`src/rtl/jtag_seq.sv`:
```
// jtag_seq -- command-driven JTAG TAP sequencer.
// Accepts one command at a time (TAP reset, IR shift, DR shift, run-idle),
// plays it out as TCK bit-slots of 2*CLK_DIV clk cycles each and returns the
// TDO bits captured during the shift phase, right-aligned.
// Build option: define JTAG_SEQ_TRST_EN to also drive trst_no low for every
// slot of a TAP_RESET command; otherwise trst_no is tied high.
module jtag_seq #(
    parameter int unsigned CLK_DIV = 2
) (
    input  logic        clk_i,
    input  logic        rst_i,
    input  logic        cmd_valid_i,
    output logic        cmd_ready_o,
    input  logic [1:0]  cmd_type_i,
    input  logic [6:0]  cmd_len_i,
    input  logic [63:0] cmd_data_i,
    output logic        rsp_valid_o,
    input  logic        rsp_ready_i,
    output logic [63:0] rsp_data_o,
    output logic        tck_o,
    output logic        tms_o,
    output logic        tdi_o,
    output logic        trst_no,
    input  logic        tdo_i
);

    typedef enum logic [1:0] {
        CMD_TAP_RESET = 2'd0,
        CMD_SHIFT_IR  = 2'd1,
        CMD_SHIFT_DR  = 2'd2,
        CMD_RUN_IDLE  = 2'd3
    } cmd_e;

    typedef enum logic [2:0] {
        ST_IDLE,
        ST_HDR,
        ST_SHIFT,
        ST_TRL,
        ST_RSP
    } state_e;

    // Phase counts clk cycles inside a slot: 0..2*CLK_DIV-1, plus one extra
    // tail value used only after the final slot, before the response is raised.
    localparam int PW = $clog2(2 * CLK_DIV + 1);
    localparam logic [PW-1:0] PH_RISE = PW'(CLK_DIV - 1);
    localparam logic [PW-1:0] PH_END  = PW'(2 * CLK_DIV - 1);
    localparam logic [PW-1:0] PH_TAIL = PW'(2 * CLK_DIV);

    state_e        state_q, state_d;
    logic [PW-1:0] phase_q, phase_d;
    logic [6:0]    slot_q,  slot_d;
    cmd_e          type_q,  type_d;
    logic [6:0]    len_q,   len_d;
    logic [63:0]   data_q,  data_d;
    logic          tck_q,   tck_d;
    logic          tms_q,   tms_d;
    logic          tdi_q,   tdi_d;
    logic [63:0]   rsp_q,   rsp_d;
    logic          rst_q;

    logic       accept;
    logic       slot_start;
    logic       slots_done;
    logic       last_slot;
    logic [6:0] len_eff;

    // Index of the last header slot for each command type.
    function automatic logic [6:0] hdr_last(input cmd_e ct);
        logic [6:0] idx;
        case (ct)
            CMD_TAP_RESET: idx = 7'd5;
            CMD_SHIFT_IR:  idx = 7'd3;
            CMD_SHIFT_DR:  idx = 7'd2;
            default:       idx = 7'd0;
        endcase
        return idx;
    endfunction

    // TMS level for a given slot of a given phase.
    function automatic logic slot_tms(input state_e st, input cmd_e ct,
                                      input logic [6:0] len, input logic [6:0] slot);
        logic tms;
        case (st)
            ST_HDR: begin
                case (ct)
                    CMD_TAP_RESET: tms = (slot < 7'd5);
                    CMD_SHIFT_IR:  tms = (slot < 7'd2);
                    default:       tms = (slot == 7'd0);
                endcase
            end
            ST_SHIFT: tms = (ct != CMD_RUN_IDLE) && (slot == 7'(len - 7'd1));
            ST_TRL:   tms = (slot == 7'd0);
            default:  tms = 1'b0;
        endcase
        return tms;
    endfunction

    // TDI carries command data only during a real shift; zero otherwise.
    function automatic logic slot_tdi(input state_e st, input cmd_e ct,
                                      input logic [63:0] data, input logic [6:0] slot);
        return (st == ST_SHIFT) && (ct != CMD_RUN_IDLE) && data[slot[5:0]];
    endfunction

    // rst_q keeps cmd_ready_o low until the first edge after reset falls.
    assign cmd_ready_o = (state_q == ST_IDLE) && !rst_q;
    assign accept      = cmd_valid_i && cmd_ready_o;
    assign rsp_valid_o = (state_q == ST_RSP);
    assign rsp_data_o  = rsp_q;
    assign tck_o       = tck_q;
    assign tms_o       = tms_q;
    assign tdi_o       = tdi_q;

    // State register: sequencing state and output drive flops.
    always_ff @(posedge clk_i) begin
        // NOTE: sequential state uses non-blocking assignments so every flop
        // samples the pre-edge value of every other flop.
        rst_q <= rst_i;
        if (rst_i) begin
            state_q <= ST_IDLE;
            phase_q <= '0;
            slot_q  <= '0;
            tck_q   <= 1'b0;
            tms_q   <= 1'b1;
            tdi_q   <= 1'b0;
            rsp_q   <= '0;
        end else begin
            state_q <= state_d;
            phase_q <= phase_d;
            slot_q  <= slot_d;
            tck_q   <= tck_d;
            tms_q   <= tms_d;
            tdi_q   <= tdi_d;
            rsp_q   <= rsp_d;
        end
    end

    // Command registers: captured at acceptance, only read while busy.
    always_ff @(posedge clk_i) begin
        // NOTE: no reset here -- these are only ever read after an acceptance
        // has loaded them, so resetting them buys nothing.
        type_q <= type_d;
        len_q  <= len_d;
        data_q <= data_d;
    end

    // Next-state: acceptance, slot/phase stepping and phase transitions.
    always_comb begin
        // NOTE: every variable gets a default first so no path infers a latch.
        state_d    = state_q;
        phase_d    = phase_q;
        slot_d     = slot_q;
        type_d     = type_q;
        len_d      = len_q;
        data_d     = data_q;
        slot_start = 1'b0;
        slots_done = 1'b0;

        if (cmd_len_i == 7'd0)       len_eff = 7'd1;
        else if (cmd_len_i > 7'd64)  len_eff = 7'd64;
        else                         len_eff = cmd_len_i;

        case (state_q)
            ST_HDR:   last_slot = (slot_q == hdr_last(type_q));
            ST_SHIFT: last_slot = (slot_q == 7'(len_q - 7'd1));
            ST_TRL:   last_slot = (slot_q == 7'd1);
            default:  last_slot = 1'b0;
        endcase

        case (state_q)
            ST_IDLE: begin
                if (accept) begin
                    type_d     = cmd_e'(cmd_type_i);
                    len_d      = len_eff;
                    data_d     = cmd_data_i;
                    phase_d    = '0;
                    slot_d     = '0;
                    slot_start = 1'b1;
                    state_d    = (cmd_e'(cmd_type_i) == CMD_RUN_IDLE) ? ST_SHIFT : ST_HDR;
                end
            end
            ST_HDR, ST_SHIFT, ST_TRL: begin
                if (phase_q == PH_TAIL) begin
                    state_d = ST_RSP;
                end else if (phase_q != PH_END) begin
                    phase_d = PW'(phase_q + 1'b1);
                end else if (!last_slot) begin
                    phase_d    = '0;
                    slot_d     = 7'(slot_q + 7'd1);
                    slot_start = 1'b1;
                end else if (state_q == ST_HDR && type_q != CMD_TAP_RESET) begin
                    state_d    = ST_SHIFT;
                    phase_d    = '0;
                    slot_d     = '0;
                    slot_start = 1'b1;
                end else if (state_q == ST_SHIFT && type_q != CMD_RUN_IDLE) begin
                    state_d    = ST_TRL;
                    phase_d    = '0;
                    slot_d     = '0;
                    slot_start = 1'b1;
                end else begin
                    phase_d    = PH_TAIL;
                    slots_done = 1'b1;
                end
            end
            ST_RSP: begin
                if (rsp_ready_i) state_d = ST_IDLE;
            end
            default: state_d = ST_IDLE;
        endcase
    end

    // Outputs: TCK edges, per-slot TMS/TDI, TDO capture into the response.
    always_comb begin
        tck_d = tck_q;
        tms_d = tms_q;
        tdi_d = tdi_q;
        rsp_d = rsp_q;

        if (state_q == ST_IDLE) begin
            tck_d = 1'b0;
            tms_d = 1'b0;
            tdi_d = 1'b0;
        end
        if (accept) rsp_d = '0;

        if (slot_start) begin
            tck_d = 1'b0;
            tms_d = slot_tms(state_d, type_d, len_d, slot_d);
            tdi_d = slot_tdi(state_d, type_d, data_d, slot_d);
        end else if (slots_done) begin
            tck_d = 1'b0;
            tms_d = 1'b0;
            tdi_d = 1'b0;
        end else if ((state_q == ST_HDR || state_q == ST_SHIFT || state_q == ST_TRL)
                     && phase_q == PH_RISE) begin
            tck_d = 1'b1;
            if (state_q == ST_SHIFT && type_q != CMD_RUN_IDLE)
                rsp_d[slot_q[5:0]] = tdo_i;
        end
    end

`ifdef JTAG_SEQ_TRST_EN
    logic trst_q, trst_d;

    // TRST: low from acceptance of a TAP_RESET until its last slot ends.
    always_comb begin
        trst_d = trst_q;
        if (accept && cmd_e'(cmd_type_i) == CMD_TAP_RESET) trst_d = 1'b0;
        else if (slots_done)                               trst_d = 1'b1;
    end

    // TRST register.
    always_ff @(posedge clk_i) begin
        if (rst_i) trst_q <= 1'b1;
        else       trst_q <= trst_d;
    end

    assign trst_no = trst_q;
`else
    assign trst_no = 1'b1;
`endif

endmodule

```
`config.mk`:
```
export PLATFORM = sky130hd
export DESIGN_NAME = jtag_seq
export DESIGN_NICKNAME = d
export VERILOG_FILES = /design/src/rtl/jtag_seq.sv
export SDC_FILE = /design/constraint.sdc
export NUM_CORES = 1
export LEC_CHECK = 0
export CAP_MARGIN = 15
export CORE_ASPECT_RATIO = 0.5
export CORE_UTILIZATION = 45
export DETAILED_ROUTE_END_ITERATION = 6
export PLACE_DENSITY = 0.74
export SLEW_MARGIN = 15
export SYNTH_ARGS = -nofsm -noshare
export SYNTH_HDL_FRONTEND = slang
export SYNTH_SLANG_ARGS = --single-unit
```
`constraint.sdc`:
```
create_clock -name clk_i -period 9.8 [get_ports clk_i]
set_input_delay 0.98 -clock clk_i [delete_from_list [all_inputs] [get_ports clk_i]]
set_output_delay 0.98 -clock clk_i [all_outputs]
set_load 0.05 [all_outputs]
```
==> results_dict.tcl <==
set metrics [dict create \
    cts_tree "done" \
    via_per_inst 5.658 \
    hpwlAfterDp_mm 13.89 \
    start_util_pct 46.20 \
    synth-seq-cells 154 \
    r2r-start "len_q[0]$_DFF_P_" \
    grt_first_pass_wirelength_mm 31.82 \
    comb_power_share_pct 14.6 \
    final_util_pct 58.92 \
    cts_max_path_buffers 2 \
    p_sw_share_pct 24.13 \
    min_path_type "reg2reg" \
    die_y_microns 93.85 \
    r2r_end "tms_o$_SDFFE_PP1P_" \
    clkPwrFrac_pct 41.5 \
    ff2ff_path_depth 14 \
    syn_avg_cell_area_sq_um 8.707 \
    syn_nets 960 \
    antenna_found_initial 0 \
    critPathMaxFanout 12 \
    grt-ovfl-total 0 \
    grt_max_degree 92 \
    fin_crit_sh_pct 42.64 \
    tightestPinTransition_ns 1.123 \
    synthFlopType "dfxtp_1" \
    grt_pass1_vias 6399 \
    post_cts_resized 0 \
    yosysSeqAreaShare_pct 40.61 \
    slew_violations 0 \
    antenna_cells 0 \
    start_kind "register" \
    crit_start "len_q[0]$_DFF_P_" \
    async_flop_share_pct 0 \
    core-area_sq_um 16430 \
    yosysUniqueCellTypes 66 \
    drtIter0Drc 543 \
    path_class "reg2reg" \
    antenna_left 0 \
    htree_levels 4 \
    row_count 33 \
    yosysWarnings 0 \
    endpoint_kind "register" \
    peakVddDrop_uv 98.82 \
    area_delta_synth_final_pct 27.52 \
    fmax_ghz 0.2393 \
    grtUsageTotal_pct 23.35 \
    num_vias 6858 \
    rsz0062_at_grt "false" \
    drive_gt1_share_pct 12.18 \
    r2r_setup_slack_ns 5.62 \
    post-cts-setup-buffers 0 \
    clk_pin_slew_ns 0.06 \
    final_net_count 1064 \
    nFillCells 1433 \
    worstHoldStart "rsp_data_o[21]$_SDFF_PP0_" \
    status "finished clean" \
    synth_area_sq_um 7592 \
    power_switching_mw 0.3856 \
    dieWidth_microns 185.7 \
    p_leak_nw 3.380 \
    gp_congestion 0.8556 \
    clock-root-buffer "clkbuf_16" \
    pwr-share-seq_pct 44.0 \
    cp-endpoint "tms_o$_SDFFE_PP1P_" \
    slew_headroom_pct 25.16 \
    portBuffers 146 \
    hold_viol 0 \
    crit_required_ns 10.15 \
    powerDensity_nw_per_um2 165.1 \
    ctsHoldBuffers 0 \
    worstSkewPairLatency_ns 0.42 \
    first_pass_iters 6 \
    internal-power_mw 1.212 \
    pin_count 148 \
    drt_wl_total_mm 20.11 \
    drv_cap 0 \
    arrival_ns 4.53 \
    wl_per_cell_microns 16.59 \
    die_area_sq_um 17430 \
    fin_setup_tns_ns 0 \
    drc 0 \
    setup_viol 0 \
    skew_ns 0.01043 \
    numCtsBuffers 17 \
    period_needed_ns 4.179 \
    syn_inst 872 \
    clock_sinks 154 \
    synth_edf_count 0 \
]
[registers in the layout, summed over array words and instances, names as in the netlist]
name        flops
slot_q          7
len_q           7
data_q         64
tms_o           1
tck_o           1
rsp_data_o     64
phase_q         3
rst_q           1
state_q         3
tdi_o           1
type_q          2
[cells by family (layout without fill, tap and decap cells)]
family / after synthesis / count (layout) / synth area share, %
AO/OA/AOI/OAI: 136 / 136 / 11.09
XOR/XNOR: 19 / 19 / 2.554
adder cells (fa/ha/maj): 10 / 10 / 1.648
buffers and inverters: 87 / 200 / 5.175
flip-flops: 154 / 154 / 40.61
multiplexers: 117 / 117 / 16.51
other: 1 / 1 / 0.04939
AND/OR/NAND/NOR: 348 / 348 / 22.36
[cells in the mapped netlist, types with 2 or more instances]
cell type / count / area [sq um]
buf_1: 8 / 30.03
buf_6: 4 / 45.04
o21ai_0: 7 / 35.03
a211oi_2: 2 / 25.02
or2_2: 3 / 18.77
o22a_1: 2 / 17.52
xnor2_1: 13 / 113.9
o211ai_1: 7 / 52.55
nand3_1: 134 / 670.6
xor2_1: 4 / 35.03
and2_1: 3 / 18.77
o31ai_1: 4 / 30.03
nand4b_1: 3 / 26.28
o22ai_1: 4 / 25.02
or3_1: 3 / 18.77
buf_2: 4 / 20.02
nand2b_1: 10 / 62.56
and3_1: 4 / 25.02
and3b_1: 2 / 17.52
a21oi_1: 81 / 405.4
mux2_2: 66 / 743.2
mux2i_1: 51 / 510.5
inv_1: 19 / 71.32
a21boi_1: 2 / 15.01
nor4_1: 3 / 18.77
nor3_1: 21 / 105.1
a31oi_1: 5 / 31.28
dfxtp_1: 154 / 3083
nand3b_1: 4 / 30.03
o21a_1: 2 / 15.01
o21ai_1: 4 / 20.02
xnor3_1: 2 / 45.04
nor3b_1: 6 / 45.04
nor2_1: 46 / 172.7
nand2_1: 90 / 337.8
nor2b_1: 6 / 37.54
clkbuf_1: 49 / 183.9
o2111ai_1: 2 / 17.52
ha_1: 10 / 125.1
nand4_1: 2 / 12.51
[cell usage in the layout, fill, tap and decap left out, types with 3 or more instances in the layout]
cell type / synthesis / routed
dfxtp_1: 154 / 154
clkdlybuf4s50_1: 0 / 144
nand3_1: 134 / 134
nand2_1: 90 / 89
a21oi_1: 81 / 81
mux2_2: 66 / 66
mux2i_1: 51 / 51
nor2_1: 46 / 46
nor3_1: 21 / 21
inv_1: 19 / 19
clkbuf_16: 0 / 17
xnor2_1: 13 / 13
nand2b_1: 10 / 10
ha_1: 10 / 10
o21ai_0: 7 / 7
o211ai_1: 7 / 7
buf_4: 1 / 7
nor2b_1: 6 / 6
nor3b_1: 6 / 5
a31oi_1: 5 / 5
o31ai_1: 4 / 4
xor2_1: 4 / 4
nand3b_1: 4 / 4
o22ai_1: 4 / 4
and3_1: 4 / 4
o21ai_1: 4 / 4
or3_1: 3 / 3
or2_2: 3 / 3
nand4b_1: 3 / 3
and2_1: 3 / 3
bufinv_16: 0 / 3
[power by group through the flow]
| stage | logic (mW) | registers (mW) | clock network (mW) |
|---|---|---|---|
| 6_report | 0.233 | 0.702 | 0.662 |
| 5_1_grt | 0.253 | 0.708 | 0.695 |
| 4_1_cts | 0.233 | 0.702 | 0.667 |
| 2_1_floorplan | 0.167 | 0.709 | 0 |
| 3_5_place_dp | 0.232 | 0.716 | 0 |
| 3_3_place_gp | 0.221 | 0.713 | 0 |
[per-stage QoR]
step / power, mW / instances / setup WS (ns) / cell area, sq um / hold WS, ns
after global placement: 0.9340 / 1184 / 5.478 / 9087 / 0.4543
after global routing: 1.657 / 1212 / 5.368 / 9682 / 0.4867
after floorplan: 0.8763 / 872 / 6.188 / 7592 / 0.4491
after detailed placement: 0.9471 / 1184 / 5.371 / 9087 / 0.4572
final: 1.598 / 1212 / 5.621 / 9682 / 0.4658
after CTS: 1.602 / 1212 / 5.657 / 9668 / 0.4654
[worst max-delay path, cell delays in order, from the launching register on]
cell and delay [ns]:
dfxtp_1 0.44, inv_1 0.07, ha_1 0.23, nor3b_1 0.16
xnor2_1 0.22, or4b_1 0.45, o311ai_1 0.19, o211a_1 0.47
nor2_2 0.14, a21oi_2 0.70, nand2_1 0.21, a21bo_1 0.23
a2111oi_2 0.35, a31oi_1 0.10, o21ai_1 0.13
[metal layers]
metal	GRT usage [%]	vias up	wire length, microns
li1	-	3283	-
met1	29.89	3283	8929
met3	5.000	31	1338
met2	39.46	261	9507
met4	6.967	0	333
met5	0	-	0
[worst min-delay path by stage]
stage	cells after the start	endpoint	slack (ns)
6_report	2	rsp_data_o[21]$_SDFF_PP0_	0.47
5_1_grt	1	data_q[17]$_DFF_P_	0.49
4_1_cts	2	rsp_data_o[21]$_SDFF_PP0_	0.47
3_5_place_dp	2	rsp_data_o[21]$_SDFF_PP0_	0.46
3_3_place_gp	1	data_q[52]$_DFF_P_	0.45
2_1_floorplan	1	data_q[0]$_DFF_P_	0.45
[cell type report]
cell class | count | area (sq um) | area share (%)
Timing Repair Buffer | 153 | 1504 | 15.53
Sequential cell | 154 | 3083 | 31.84
Tap cell | 227 | 284.0 | 2.934
Clock inverter | 7 | 120.1 | 1.241
Clock buffer | 21 | 460.4 | 4.756
Multi-Input combinational cell | 631 | 4159 | 42.96
Inverter | 19 | 71.32 | 0.7366
(Power assumes the default switching activity.)
